### config.mk
export PLATFORM = sky130hd
export DESIGN_NAME = sys_arr_row_dbuf
export DESIGN_NICKNAME = d
export VERILOG_FILES = /design/src/rtl/sys_arr_row_dbuf.sv
export SDC_FILE = /design/constraint.sdc
export NUM_CORES = 1
export LEC_CHECK = 0
export ABC_AREA = 1
export CAP_MARGIN = 40
export CELL_PAD_IN_SITES_DETAIL_PLACEMENT = 2
export CELL_PAD_IN_SITES_GLOBAL_PLACEMENT = 2
export CORE_UTILIZATION = 30
export CTS_BUF_LIST = sky130_fd_sc_hd__clkbuf_8
export DETAILED_ROUTE_END_ITERATION = 6
export PLACE_DENSITY = 0.81
export SYNTH_ARGS = -nofsm -noshare
export SYNTH_HDL_FRONTEND = slang
export SYNTH_SLANG_ARGS = --single-unit
### constraint.sdc
create_clock -name clk -period 5.4 [get_ports clk]
set_input_delay 0.81 -clock clk [delete_from_list [all_inputs] [get_ports clk]]
set_output_delay 0.81 -clock clk [all_outputs]
set_load 0.01 [all_outputs]
### src/rtl/sys_arr_row_dbuf.sv
// rtl/sys_arr_row_dbuf.sv - systolic-array MAC row with double-buffered weights
//
// Purpose:
//   One row of ROW_WIDTH multiply-accumulate PEs. Activations ripple left to
//   right through a register per PE. Each PE adds x_i*w_i to the partial sum
//   arriving from the row above and registers the result for the row below.
//   Weights are double-buffered: a shadow bank fills through a valid/ready
//   port while the active bank computes. An atomic swap then promotes the
//   shadow bank in a single edge.
//
// Ports:
//   clk            in   rising-edge clock
//   reset          in   synchronous active-high reset
//   data_in        in   DATA_W signed activation entering PE0
//   data_in_valid  in   qualifies data_in
//   sumin          in   N*ACC_W partial sums, PE i uses [i*ACC_W +: ACC_W]
//   maccout        out  N*ACC_W registered partial sums, same slicing
//   maccout_valid  out  N per-PE result valid
//   sat_flag       out  N per-PE pulse, result was clamped (SAT=1 only)
//   data_out       out  DATA_W activation leaving PE N-1
//   data_out_valid out  qualifies data_out
//   wload_data     in   shadow weight word
//   wload_valid    in   weight word offered
//   wload_ready    out  shadow bank can accept a word
//   wswap          in   promote shadow bank to active
//   wswap_err      out  one-cycle pulse, swap requested while shadow not full
//   shadow_full    out  shadow bank holds N words

module sys_arr_row_dbuf #(
  parameter int ROW_WIDTH = 4,
  parameter int DATA_W    = 8,
  parameter int ACC_W     = 16,
  parameter int SAT       = 1
) (
  input  logic                          clk,
  input  logic                          reset,
  input  logic signed [DATA_W-1:0]      data_in,
  input  logic                          data_in_valid,
  input  logic [ROW_WIDTH*ACC_W-1:0]    sumin,
  output logic [ROW_WIDTH*ACC_W-1:0]    maccout,
  output logic [ROW_WIDTH-1:0]          maccout_valid,
  output logic [ROW_WIDTH-1:0]          sat_flag,
  output logic signed [DATA_W-1:0]      data_out,
  output logic                          data_out_valid,
  input  logic signed [DATA_W-1:0]      wload_data,
  input  logic                          wload_valid,
  output logic                          wload_ready,
  input  logic                          wswap,
  output logic                          wswap_err,
  output logic                          shadow_full
);

  localparam int N   = ROW_WIDTH;
  localparam int CW  = $clog2(N + 1);
  // Sign-extension needed to bring the full product up to the ACC_W+1 sum width.
  localparam int EXT = ACC_W + 1 - 2 * DATA_W;

  localparam logic [ACC_W-1:0] ACC_MAX = {1'b0, {(ACC_W-1){1'b1}}};
  localparam logic [ACC_W-1:0] ACC_MIN = {1'b1, {(ACC_W-1){1'b0}}};

  typedef enum logic [1:0] {
    S_EMPTY   = 2'd0,
    S_FILLING = 2'd1,
    S_FULL    = 2'd2
  } wstate_t;

  // ---------------------------------------------------------------------------
  // State
  // ---------------------------------------------------------------------------
  logic signed [DATA_W-1:0] r_d       [N];
  logic [N-1:0]             r_v;
  logic [ACC_W-1:0]         r_macc    [N];
  logic [N-1:0]             r_mvalid;
  logic [N-1:0]             r_sat;
  logic signed [DATA_W-1:0] r_wact    [N];
  logic signed [DATA_W-1:0] r_wshadow [N];

  wstate_t                  r_state;
  wstate_t                  w_state_next;
  logic [CW-1:0]            r_wcount;
  logic [CW-1:0]            w_wcount_next;
  logic                     r_wswap_err;

  logic                     w_ready;
  logic                     w_accept;
  logic                     w_swap_ok;
  logic                     w_swap_err;

  // Per-PE combinational MAC results.
  logic [N-1:0]             w_xv;
  logic [N-1:0]             w_ovf;
  logic [N-1:0]             w_satp;
  logic [ACC_W-1:0]         w_res [N];

  // ---------------------------------------------------------------------------
  // Processing elements
  // ---------------------------------------------------------------------------
  for (genvar gi = 0; gi < N; gi++) begin : g_pe
    logic signed [DATA_W-1:0]   w_x;
    logic [2*DATA_W-1:0]        w_xe;
    logic [2*DATA_W-1:0]        w_we;
    logic [2*DATA_W-1:0]        w_prod;
    logic [ACC_W-1:0]           w_sumin;
    logic [ACC_W:0]             w_sum;

    // PE0 sees the live input; later PEs see the previous PE's data register,
    // so the operand and its valid line up with the data pipe.
    if (gi == 0) begin : g_first
      assign w_x      = data_in;
      assign w_xv[gi] = data_in_valid;
    end else begin : g_rest
      assign w_x      = r_d[gi-1];
      assign w_xv[gi] = r_v[gi-1];
    end

    // Operands are sign-extended to the product width so the low 2*DATA_W
    // bits of the multiply are the exact signed product.
    assign w_xe    = {{DATA_W{w_x[DATA_W-1]}}, w_x};
    assign w_we    = {{DATA_W{r_wact[gi][DATA_W-1]}}, r_wact[gi]};
    assign w_prod  = w_xe * w_we;
    assign w_sumin = sumin[gi*ACC_W +: ACC_W];

    // One guard bit is enough: both addends fit in ACC_W signed bits.
    assign w_sum   = {{EXT{w_prod[2*DATA_W-1]}}, w_prod}
                   + {w_sumin[ACC_W-1], w_sumin};

    // Overflow when the guard bit disagrees with the ACC_W sign bit.
    assign w_ovf[gi]  = (w_sum[ACC_W] != w_sum[ACC_W-1]);
    assign w_satp[gi] = (SAT != 0) && w_xv[gi] && w_ovf[gi];

    always_comb begin
      w_res[gi] = w_sum[ACC_W-1:0];
      if ((SAT != 0) && w_ovf[gi]) begin
        w_res[gi] = w_sum[ACC_W] ? ACC_MIN : ACC_MAX;
      end
    end

    assign maccout[gi*ACC_W +: ACC_W] = r_macc[gi];
  end

  // ---------------------------------------------------------------------------
  // Data pipe
  // ---------------------------------------------------------------------------
  always_ff @(posedge clk) begin
    if (reset) begin
      for (int i = 0; i < N; i++) begin
        r_d[i] <= '0;
      end
      r_v <= '0;
    end else begin
      r_d[0] <= data_in;
      r_v[0] <= data_in_valid;
      for (int i = 1; i < N; i++) begin
        r_d[i] <= r_d[i-1];
        r_v[i] <= r_v[i-1];
      end
    end
  end

  // ---------------------------------------------------------------------------
  // MAC result registers
  // ---------------------------------------------------------------------------
  always_ff @(posedge clk) begin
    if (reset) begin
      for (int i = 0; i < N; i++) begin
        r_macc[i] <= '0;
      end
      r_mvalid <= '0;
      r_sat    <= '0;
    end else begin
      for (int i = 0; i < N; i++) begin
        // An invalid operand leaves the last result in place for the row below.
        if (w_xv[i]) begin
          r_macc[i] <= w_res[i];
        end
      end
      r_mvalid <= w_xv;
      r_sat    <= w_satp;
    end
  end

  // ---------------------------------------------------------------------------
  // Weight FSM: state register
  // ---------------------------------------------------------------------------
  always_ff @(posedge clk) begin
    if (reset) begin
      r_state     <= S_EMPTY;
      r_wcount    <= '0;
      r_wswap_err <= 1'b0;
    end else begin
      r_state     <= w_state_next;
      r_wcount    <= w_wcount_next;
      r_wswap_err <= w_swap_err;
    end
  end

  // ---------------------------------------------------------------------------
  // Weight FSM: next state and decode
  // ---------------------------------------------------------------------------
  always_comb begin
    w_state_next  = r_state;
    w_wcount_next = r_wcount;
    w_ready       = (r_state != S_FULL);
    w_accept      = wload_valid && (r_state != S_FULL);
    w_swap_ok     = 1'b0;
    w_swap_err    = 1'b0;

    case (r_state)
      S_EMPTY, S_FILLING: begin
        // A swap racing the last word still sees a partial bank and is refused.
        if (wswap) begin
          w_swap_err = 1'b1;
        end
        if (w_accept) begin
          w_wcount_next = r_wcount + CW'(1);
          w_state_next  = (r_wcount == CW'(N - 1)) ? S_FULL : S_FILLING;
        end
      end
      S_FULL: begin
        if (wswap) begin
          w_swap_ok     = 1'b1;
          w_state_next  = S_EMPTY;
          w_wcount_next = '0;
        end
      end
      default: begin
        w_state_next  = S_EMPTY;
        w_wcount_next = '0;
      end
    endcase
  end

  // ---------------------------------------------------------------------------
  // Weight banks
  // ---------------------------------------------------------------------------
  // The active bank only changes on the swap edge, so a MAC on that edge still
  // uses the old weights and the next edge uses the new ones.
  always_ff @(posedge clk) begin
    if (reset) begin
      for (int i = 0; i < N; i++) begin
        r_wact[i]    <= '0;
        r_wshadow[i] <= '0;
      end
    end else begin
      for (int i = 0; i < N; i++) begin
        if (w_accept && (r_wcount == CW'(i))) begin
          r_wshadow[i] <= wload_data;
        end
        if (w_swap_ok) begin
          r_wact[i] <= r_wshadow[i];
        end
      end
    end
  end

  // ---------------------------------------------------------------------------
  // Outputs
  // ---------------------------------------------------------------------------
  assign maccout_valid  = r_mvalid;
  assign sat_flag       = r_sat;
  assign data_out       = r_d[N-1];
  assign data_out_valid = r_v[N-1];
  assign wload_ready    = w_ready;
  assign shadow_full    = (r_state == S_FULL);
  assign wswap_err      = r_wswap_err;

endmodule

# Yosys cells after proc, flatten, opt, wreduce, memory -nomap -nowiden
# Memory sizes are Yosys's and may differ from the RTL's.
# Cells that the tools add are included.
dict set report word_totals {
  memories 4
  reg_bits 14
  ramBits 160
  word_cells 124
  inputBits 85
  out_inout_bits 84
}
# memory words word_bits read_ports rd_clocked_by_memory_dff write_ports line
set memory_table {}
lappend memory_table {r_macc 4 16 4 0 4 72} ;# logic [ACC_W-1:0] r_macc [N];
lappend memory_table {r_d 4 8 4 0 4 70} ;# logic signed [DATA_W-1:0] r_d [N];
lappend memory_table {r_wact 4 8 4 0 4 75} ;# logic signed [DATA_W-1:0] r_wact [N];
lappend memory_table {r_wshadow 4 8 4 0 4 76} ;# logic signed [DATA_W-1:0] r_wshadow [N];
dict set report op_classes {
  mul 4
  add_sub_neg 5
  n_reduce_logical 14
  bitwise_logic 17
  n_eq_ne 12
  n_mux 63
}
# operator n
set ops {}
lappend ops {{two-way mux 16 bit} 12}
lappend ops {{two-way mux 8 bit} 12}
lappend ops {{adder 16 x 16 -> 17 bit} 4}
lappend ops {{multiplier 8 x 8 -> 16 bit} 4}
lappend ops {{two-way mux 1 bit} 32}
lappend ops {{OR 1 bit} 16}
lappend ops {{logical AND 1 bit} 9}
lappend ops {{equality test 3 x 2 -> 1 bit, second input constant} 2}
lappend ops {{two-way mux 2 bit} 3}
lappend ops {{two-way mux 3 bit} 2}
lappend ops {{inequality test 2 bit, second input constant} 3}
lappend ops {{one-hot mux 3 bit (2 select lines)} 1}
lappend ops {{inequality test 1 bit} 4}
lappend ops {{one-hot mux 2 bit (2 select lines)} 1}
lappend ops {{OR reduction 2 bit} 2}
lappend ops {{adder 3 x 1 -> 3 bit, second input constant} 1}
lappend ops {{equality test 3 x 1 -> 1 bit, second input constant} 1}
lappend ops {{zero test 3 bit} 1}
lappend ops {{equality test 2 x 1 -> 1 bit, second input constant} 1}
lappend ops {{equality test 2 bit, second input constant} 1}
lappend ops {{zero test 2 bit} 1}
lappend ops {{AND reduction 2 bit} 1}
lappend ops {{inverter 1 bit} 1}

# Depth between registers and ports, before layout
# Gate-level depths: netlist (run 1).
dict set report logic_depth {
  depth_word 7
  mapped_depth 25
  mapped_depth_nobuf 24
}

# Worst setup path before layout (run 1)
# No wires, ideal clock.
dict set report synth_timing {
  path_type {input to register}
  from {in data_in[7]}
  to {mem r_macc[0][0] (data pin)}
  arrival_time_ns 5.034
  setup_ns 0.253
  setup_slack_ns 0.113
  cell_stages 22
  required_ns 5.147
  path_buffers 1
  cell_sequence {clkbuf_1 > nand2_1 > inv_1 > fa_1 > fa_1 > fa_1 > inv_1 > fa_1 > inv_1 > ha_1 > ha_1 > nand2_1 > nand2_1 > inv_2 > nor2_2 > nor2_2 > nand3_2 > nand3_2 > nand2_4 > nand2_8 > nand2_8 > nor2_2}
}
# element line
set synth_lines {}
lappend synth_lines {{from (decl)} 37} ;# input logic signed [DATA_W-1:0] data_in,
lappend synth_lines {{to (decl)} 72}

==> results.md, run 1 <==
* Worst slew pin tran at 0.860 ns
* CP Capture Point: r_macc[0][3]
* Placed insts at 3,366
* Seq cells post-synth at 174
* Core area at 65,700 um2
* Final WL at 59,800 um
* TritonCTS Buffers at 17
* Reg2reg end: r_macc[0][3]
* Layout cell share with drive strength beyond 1 at 10.1%
* Final net count at 3,082
* Post-Route M1 WL at 23,000 um
* Via density at 4.46
* Syn. warnings at 0
* Placed Area at 23,200 um2
* F_max at 0.190 GHz
* Combinational power share at 63.1%
* Leading area contributor after synthesis: fa_1
* Commonest cells post-synth: inv_1, nand2_1, fa_1, nor2_1, ha_1
* Min Clock Period, post-route at 5.26 ns
* Final setup skew at 0.0238 ns
* Sw frac at 46.4%
* Top routing layer used: met5
* Distinct cells, synth at 39
* Setup CP Type: in -> reg
* Worst Path Max Fanout at 9
* Post-synth top area share at 30.6%
* I/O Buffers at 168
* RePlAce Congestion at 0.826
* All-Layer GR Usage at 18.5%
* Power density over the cells at 303 nW/um2
* Area of the die at 67,400 um2
* Number of synthesized flops with an enable pin at 128
* Total iterations of the first detailed-routing run at 6
* Ys flop type: edfxtp_1
* CP arrival at 5.58 ns
* Largest net degree at the start of global routing at 42
* Antenna viol nets, final at 0
* Layout Cell Area excl Fill at 23,800 um2
* Final setup vio count at 0
* Clock Path Buffers at 2
* Sequential Power Share at 23.5%
* Status: completed
* Most frequent cell after synthesis: inv_1
* 1st-iter DRT viols at 362
* Worst hold margin at 0.537 ns
* DRC Markers at 0
* Critical path startpoint: data_in[7]
* Layout area overhead at 19.6%
* Post-synthesis cell count at 2,301
* Clock power share at 13.4%
* Die Width at 260 um
* Largest cells by area after synthesis: fa_1, edfxtp_1, inv_1
* TritonCTS clock tree: done
* NetSw at 3.35 mW
* Period Utilization, post-route at 97.5%
* Via count at 15,200
* Internal at 3.87 mW
* H-tree depth at 4
* R2R Path Start: r_wact[0][0]
* Clock transition at path regs at 0.12 ns
* Vias in the first global route at 18,500
* Peak VDD IR at 0.360 mV
* Clock root buffer: clkbuf_8
* Global-route wire length before repair at 96,900 um
* Final Max Slew Viols at 0
* Maxcap violations at 0
* Fraction of registers with async set or reset after synthesis at 0%
* Gr ovfl total at 0
* Antenna violations before repair at 8
* Routed wl met2 at 33,000 um
* Initial core utilization at 30.3%
* IO Pins at 169
* Synth Area per Inst at 8.66 um2
* Site Rows at 94
* Critical path capture point type: register
* Register area share after synthesis at 23.9%
* Worst reg2reg setup slack at 0.25 ns
* Hold Path Class: reg -> reg
* Metal3 WL at 1780 um
* Required @ worst endpoint at 5.72 ns
* CTS sink count at 174
* Die height at 260 um
* Non-filler cells, final at 3,410
* DP HPWL at 51,800 um
* Worst setup SP type: primary input
* Synth Net Count at 2,851
* Clock Latency Late Sink at 0.56 ns
* WL/cell at 17.5 um
* Hold buffers post-CTS at 0
* Max_slew headroom at 42.6%
* Final Hold Vio Count at 0
* Synthesized cell area at 19,900 um2
* Reg2reg path depth at 19
* Leakage power at 12.9 nW
-- cells by family (layout without fill, tap and decap cells) --
family          Yosys count  in the layout  synth area share, %
flops                   174            174                 23.9
simple gates            857            857                 18.6
buf+inv                 705            949                 13.4
other cells               0              1                    0
fa+ha+maj               465            465                 40.7
compound gates           64             64                 1.76
xor+xnor                 36             36                 1.58
-- critical path, stage by stage --
cell and delay (ns):
clkdlybuf4s50_1 0.51, buf_4 0.16, nand2_1 0.10, buf_4 0.19, fa_1 0.52, inv_1 0.06
fa_1 0.52, fa_1 0.43, fa_1 0.51, ha_1 0.30, ha_1 0.34, a21oi_1 0.26
nand2_1 0.12, nand2_1 0.09, nand3_2 0.11, inv_2 0.09, nand2_4 0.06, nand2_4 0.12
nand2_8 0.10, nand2_8 0.12, nor2_2 0.06
-- how the worst min path moves through the flow --
stage,cells after the start,startpoint,endpoint,slack (ns)
2_1_floorplan,1,r_state[1],wswap_err,0.48
3_3_place_gp,2,r_state[0],r_state[0],0.49
3_5_place_dp,1,r_state[1],wswap_err,0.53
4_1_cts,1,r_state[1],wswap_err,0.55
5_1_grt,1,r_state[1],wswap_err,0.57
6_report,2,r_d[0][23],r_d[0][31],0.54
-- power by group through the flow --
stage | Clock (mW) | Sequential [mW] | Combinational, mW
after floorplan | 0 | 1.73 | 2.87
after detailed placement | 0 | 1.73 | 4.56
after global routing | 1.05 | 1.72 | 5.10
after global placement | 0 | 1.73 | 4.22
final | 0.969 | 1.70 | 4.55
after CTS | 1.01 | 1.70 | 4.63
-- metal layers --
metal	vias up	track usage [%]
met4	14	7.17
met2	242	35.7
li1	7170	-
met3	111	2.92
met5	-	0
met1	7679	20.0
-- flip-flops by register name, indices dropped and copies added (netlist names) --
name / flops
r_macc: 64
r_d: 32
r_wact: 32
r_wshadow: 32
maccout_valid: 4
sat_flag: 4
r_wcount: 3
r_state: 2
wswap_err: 1
-- cell usage in the layout, fill, tap and decap left out, types with 4 or more instances in the layout --
| master | n |
|---|---|
| inv_1 | 613 |
| nand2_1 | 507 |
| fa_1 | 301 |
| nor2_1 | 173 |
| clkdlybuf4s50_1 | 165 |
| ha_1 | 158 |
| edfxtp_1 | 128 |
| buf_4 | 112 |
| nand3_1 | 90 |
| a21oi_1 | 43 |
| dfxtp_1 | 43 |
| nor2_2 | 28 |
| xor2_1 | 28 |
| nand2_2 | 17 |
| clkbuf_8 | 17 |
| inv_2 | 13 |
| nand3_2 | 13 |
| xnor2_1 | 8 |
| o21ai_0 | 7 |
| clkinv_8 | 7 |
| nand2_4 | 6 |
| nand4_1 | 6 |
| clkinvlp_4 | 5 |
| inv_6 | 5 |
| buf_12 | 4 |
-- stage by stage --
stage	setup TNS [ns]	util, %	setup WS (ns)	power (mW)
4_1_cts	0	36.0	0.0134	7.34
3_5_place_dp	-21.97	35.3	-0.484	6.28
3_3_place_gp	-8.18	35.3	-0.210	5.94
6_report	0	36.2	0.136	7.22
5_1_grt	-0.00512	36.2	-0.00306	7.87
2_1_floorplan	0	-	0.113	4.60
-- final cells by class --
type / instances / area, um2
Tap cell: 864 / 1080
Antenna cell: 1 / 2.50
Clock inverter: 15 / 189
Inverter: 632 / 2390
Clock buffer: 17 / 234
Multi-Input combinational cell: 1422 / 12500
Sequential cell: 174 / 4770
Timing Repair Buffer: 285 / 2630
Fill cell: 7333 / 41900
-- timing repair --
item | in CTS | in global routing
setup buffers | 0 | 11
endpoints found under the setup margin | 14 | 59
resized for setup | 2 | 22
No activity file was read; power rests on OpenSTA's default activity.
==> inputs of run 2 (changes only) <==
ABC_CLOCK_PERIOD_IN_PS = 5400   (was not set)
CORE_MARGIN = 10   (was not set)
==> results.md, run 2 (same netlist as run 1, synthesis figures left out) <==
* Max stage delay cell, worst path: clkdlybuf4s50_1
* Peak VDD IR at 0.494 mV (+37%)
* Non-filler cells, final at 3,417 (+0.21%)
* Initial core utilization at 30.3% (unchanged)
* Final net count at 3,085 (+0.097%)
* Maxcap violations at 0 (unchanged)
* Worst setup SP type: primary input
* Antenna violations before repair at 7 (-1)
* Layout area overhead at 19.5%
* Hold buffers post-CTS at 0 (unchanged)
* IO Pins at 169 (unchanged)
* Period Utilization, post-route at 96.4% (-1.0 points)
* Crit-path max cell delay at 0.54 ns (+0.02 ns)
* Most frequent cells in the layout: inv_1, nand2_1, fa_1
* Worst hold margin at 0.527 ns (-0.0101 ns)
* TritonCTS clock tree: done
* Reg2reg end: r_macc[2][12]
* End of the worst hold path: r_d[0][31]
* Hold depth at 2 (unchanged)
* Site Rows at 94 (unchanged)
* Biggest register: r_macc
* Clock Path Buffers at 2 (unchanged)
* Via count at 15,200 (+0.085%)
* Worst Path Max Fanout at 10 (+1)
* Largest net degree at the start of global routing at 34 (-19%)
* Critical path startpoint: data_in[6]
* WL/cell at 17.8 um (+1.4%)
* Critical path capture point type: register
* Max_slew headroom at 47.4% (+4.8 points)
* Core area at 65,700 um2 (unchanged)
* Via density at 4.46 (-0.12%)
* Hold Path Class: reg -> reg
* Antenna viol nets, final at 0 (unchanged)
* Power density over the cells at 302 nW/um2 (-0.34%)
* Die Width at 278 um (+6.9%)
* Setup CP Type: in -> reg
* Max FFs per register at 64 (unchanged)
* Die height at 278 um (+6.9%)
* Final WL at 60,800 um (+1.6%)
* Commonest non-fill, non-tap cell in the layout: inv_1
* I/O Buffers at 168 (unchanged)
* DRC Markers at 0 (unchanged)
* DP HPWL at 52,400 um (+1.1%)
* Min Clock Period, post-route at 5.21 ns (-0.0567 ns)
* H-tree depth at 4 (unchanged)
* Final setup vio count at 0 (unchanged)
* Required @ worst endpoint at 5.70 ns (-0.02 ns)
* Worst slew pin tran at 0.787 ns (-0.0728 ns)
* Total iterations of the first detailed-routing run at 4 (-2)
* Status: completed
* Vias in the first global route at 18,400 (-0.32%)
* Final Hold Vio Count at 0 (unchanged)
* RePlAce Congestion at 0.815 (-1.4%)
* All-Layer GR Usage at 16.0% (-2.5 points)
* Gr ovfl total at 0 (unchanged)
* 1st-iter DRT viols at 416 (+15%)
* Area of the die at 77,100 um2 (+14%)
* Placed insts at 3,366 (unchanged)
* Overall power at 7.19 mW (-0.48%)
* TritonCTS Buffers at 17 (unchanged)
* Final core occ at 36.2% (-0.053 points)
* Final Max Slew Viols at 0 (unchanged)
* Reg2reg path depth at 18 (-1)
* Clock root buffer: clkbuf_8
* CP cell instances: clkdlybuf4s50_1 > buf_4 > nand2_1 > inv_1 > fa_1 > inv_1 > fa_1 > inv_1 > fa_1 > fa_1 > ha_1 > ha_1 > nand2_2 > inv_2 > nand2_1 > nand2_1 > nand2_1 > nand3_2 > inv_2 > nand2_4 > nand2_4 > nor2_8 > nor2_1 > nor2_2
* Hold_sp: r_d[0][23]
* F_max at 0.192 GHz (+1.1%)
* Leakage power at 12.9 nW (+0.19%)
* Layout cell share with drive strength beyond 1 at 9.97% (-0.090 points)
* CTS sink count at 174 (unchanged)
* Worst reg2reg setup slack at 0.26 ns (about the same)
* Final setup skew at 0.0213 ns (-0.00254 ns)
* CP arrival at 5.51 ns (-0.07 ns)
* R2R Path Start: r_wact[2][1]
* Clock transition at path regs at 0.11 ns (about the same)
* Clock Latency Late Sink at 0.55 ns (about the same)
* Global-route wire length before repair at 98,600 um (+1.7%)
-- run 2: changes by cell type in the layout (fill, tap and decap cells not counted), sizes merged --
cell / previous run / this run
buf: 118 / 121
clkbuf: 17 / 18
clkdlybuf4s50: 165 / 163
clkinv: 9 / 3
diode: 1 / 5
dlygate4sd2: 0 / 1
dlymetal6s2s: 2 / 3
inv: 633 / 638
-- run 2: what timing repair did --
item / CTS / global route
resized for setup: 4 / 16
buffers inserted: 0 / 14
cloned: 0 / 0
setup endpoints to repair: 13 / 51
-- run 2: per-layer routing --
metal	vias to the layer above	wire length [um]	track usage (%)
met5	-	37	0
met1	7805	23700	17.2
li1	7181	-	-
met2	182	33800	31.2
met3	53	2180	2.99
met4	8	981	4.26
-- run 2: report_power, final --
| part | leakage (nW) | internal [mW] | total (mW) | switching, mW |
|---|---|---|---|---|
| logic | 11.0 | 1.89 | 4.56 | 2.67 |
| registers | 1.72 | 1.61 | 1.70 | 0.0863 |
| clock network | 0.201 | 0.353 | 0.929 | 0.576 |
| total | 12.9 | 3.86 | 7.19 | 3.33 |
-- run 2: worst max-delay path by stage --
stage | endpoint | depth (start not counted)
after global routing | r_macc[2][12] | 19
after floorplan | r_macc[0][0] | 22
after CTS | r_macc[1][3] | 21
final | r_macc[0][8] | 24
after detailed placement | r_macc[0][3] | 20
after global placement | r_macc[0][0] | 20
-- run 2: stage by stage --
step / setup TNS [ns] / area, um2 / worst slack (ns)
floorplan: 0 / 19900 / 0.113
global placement: -9.52 / 23200 / -0.244
detailed placement: -24.14 / 23200 / -0.663
CTS: 0 / 23600 / 0.0633
global route: -0.00140 / 23800 / -0.00140
finish: 0 / 23800 / 0.193
-- run 2: worst max-delay path, delay by kind of cell --
kind	cells	cell delay, ns
fa+ha+maj	6	2.62
simple gates	11	1.01
buf+inv	7	1.07
-- run 2: area by class of cell --
class | count | area, um2
Inverter | 632 | 2390
Fill cell | 7322 | 42000
Antenna cell | 5 | 12.5
Tap cell | 864 | 1080
Multi-Input combinational cell | 1422 | 12500
Clock buffer | 18 | 248
Clock inverter | 14 | 133
Timing Repair Buffer | 288 | 2650
Sequential cell | 174 | 4770
==> inputs of run 3 (changes only) <==
CORE_UTILIZATION = 34   (was 30)
PLACE_DENSITY = 0.89   (was 0.81)
==> results.md, run 3 (same netlist as run 1, synthesis figures left out) <==
* Non-filler cells, final at 3,315 (-3.0%)
* Status: completed
* Total iterations of the first detailed-routing run at 5 (+1)
* Biggest register: r_macc
* RePlAce Congestion at 0.819 (+0.44%)
* Site Rows at 88 (-6.4%)
* Worst Path Max Fanout at 7 (-3)
* Final Hold Vio Count at 0 (unchanged)
* Worst slew pin tran at 0.839 ns (+0.0523 ns)
* Final setup vio count at 0 (unchanged)
* Largest net degree at the start of global routing at 42 (+24%)
* Final WS setup at 0.0158 ns (-0.177 ns)
* Min Clock Period, post-route at 5.38 ns (+0.177 ns)
* Global-route wire length before repair at 104,000 um (+5.6%)
* Dpl ws at -0.652 ns (+0.0105 ns)
* Final setup skew at 0.0118 ns (-0.00952 ns)
* IO Pins at 169 (unchanged)
* Via count at 15,800 (+3.7%)
* Maxcap violations at 0 (unchanged)
* Critical path's most frequent cell: nand2_1
* DRC Markers at 0 (unchanged)
* Antenna viol nets, final at 0 (unchanged)
* Max stage delay cell, worst path: fa_2
* Initial core utilization at 34.5% (+4.2 points)
* Peak VDD IR at 0.373 mV (-24%)
* H-tree depth at 4 (unchanged)
* Core area at 57,800 um2 (-12%)
* WL/cell at 21.0 um (+18%)
* Commonest non-fill, non-tap cell in the layout: inv_1
* Gr ovfl total at 0 (unchanged)
* Antenna violations before repair at 5 (-2)
* Required @ worst endpoint at 5.75 ns (+0.05 ns)
* Critical path capture point type: register
* Via density at 4.76 (+6.8%)
* CP arrival at 5.73 ns (+0.22 ns)
* DP HPWL at 56,800 um (+8.5%)
* Most frequent cells in the layout: inv_1, nand2_1, fa_1
* Crit-path max cell delay at 0.64 ns (+0.10 ns)
* Power density over the cells at 321 nW/um2 (+6.2%)
* F_max at 0.186 GHz (-3.3%)
* Clock Latency Late Sink at 0.58 ns (+0.03 ns)
* Layout area overhead at 19.5% (about the same)
* All-Layer GR Usage at 19.8% (+3.8 points)
* Layout cell share with drive strength beyond 1 at 10.8% (+0.86 points)
* Placed insts at 3,259 (-3.2%)
* Clock root buffer: clkbuf_8
* Setup CP Type: reg -> reg
* I/O Buffers at 168 (unchanged)
* TritonCTS clock tree: done
* Layout Cell Area excl Fill at 23,800 um2 (about the same)
* Max_slew headroom at 44.0% (-3.4 points)
* Clock Path Buffers at 2 (unchanged)
* CTS sink count at 174 (unchanged)
* 1st-iter DRT viols at 532 (+28%)
* Final net count at 3,086 (+0.032%)
* TritonCTS Buffers at 17 (unchanged)
* Overall power at 7.64 mW (+6.3%)
* Area of the die at 68,700 um2 (-11%)
* Final WL at 69,700 um (+15%)
* Final Max Slew Viols at 0 (unchanged)
* CP cell instances: nand2_2 > clkinvlp_4 > fa_1 > fa_1 > fa_2 > fa_1 > ha_1 > ha_2 > a21oi_1 > nand2_1 > nand2_1 > nand2_1 > nor2_4 > nand3_4 > nand3_4 > nand2_1 > inv_1 > nor2_2
* Die height at 262 um (-5.6%)
* Worst setup SP type: register
* Clock transition at path regs at 0.11 ns (about the same)
* Leakage power at 12.9 nW (about the same)
* Die Width at 262 um (-5.6%)
* Fillers at 6,433 (-12%)
* Max FFs per register at 64 (unchanged)
* Placed Area at 23,000 um2 (-0.81%)
* Vias in the first global route at 18,900 (+2.6%)
* Period Utilization, post-route at 99.7% (+3.3 points)
* Hold Path Class: reg -> reg
[run 3: changes by cell type in the layout (fill, tap and decap cells not counted), moves of 2 or more]
cell and change:
ha_1 -6, nand2_1 -6, nand2_2 +6, ha_2 +5, nand3_4 +5, diode_2 -4, buf_12 -3, clkinv_8 +3
nand3_1 -3, nor2_1 -2
[run 3: cell type report]
cell class / instances / area [um2] / share of cell area [%]
repair buffers: 285 / 2620 / 11.0
multi-input cells: 1426 / 12700 / 53.2
well taps: 765 / 957 / 4.02
clock inverters: 15 / 171 / 0.720
clock buffers: 17 / 234 / 0.983
flip-flops and latches: 174 / 4770 / 20.0
diodes: 1 / 2.50 / 0.0105
inverters: 632 / 2390 / 10.0
[run 3: metrics by stage]
| stage | TNS (ns) | util (%) | hold WS (ns) |
|---|---|---|---|
| 3_3_place_gp | -10.81 | 39.8 | 0.494 |
| 5_1_grt | -1.53 | 41.2 | 0.574 |
| 2_1_floorplan | 0 | - | 0.475 |
| 3_5_place_dp | -28.13 | 39.8 | 0.550 |
| 6_report | 0 | 41.2 | 0.535 |
| 4_1_cts | 0 | 40.6 | 0.569 |
[run 3: worst paths after layout]
kind	startpoint	end	slack, ns	cells after the start
worst min-delay path	r_d[0][23]	r_d[0][31]	0.53	2
worst min register to register	r_d[0][23]	r_d[0][31]	0.53	2
worst max-delay path	r_wact[1][1]	r_macc[1][5]	0.02	18
worst max register to register	r_wact[1][1]	r_macc[1][5]	0.02	18
[run 3: what timing repair did]
item                                    CTS  global route
hold buffers                              0             0
pin swaps                                 0             6
gates cloned                              0             4
resized for setup                         8            42
setup buffers                             0            19
endpoints found under the setup margin   46            65
[run 3: power by group]
part	total (mW)	leakage, nW	switching, mW	internal (mW)
Combinational	4.95	11.0	2.98	1.98
Sequential	1.71	1.73	0.0949	1.61
Clock	0.978	0.207	0.625	0.353
[run 3: layer usage]
metal  vias up  share of wire, %  global-route usage (%)
li1       7196                 -                       -
met1      8154                37                    20.4
met2       295                56                    38.4
met3       132               3.7                    3.51
met4         8               3.7                    8.43
met5         -              0.11                       0
[run 3: critical path, delay by kind of cell (launching register included)]
family	cells	cell delay, ns
AO/OA/AOI/OAI	1	0.34
buffers and inverters	2	0.34
adder cells (fa/ha/maj)	6	2.83
flip-flops	1	0.49
AND/OR/NAND/NOR	9	1.14
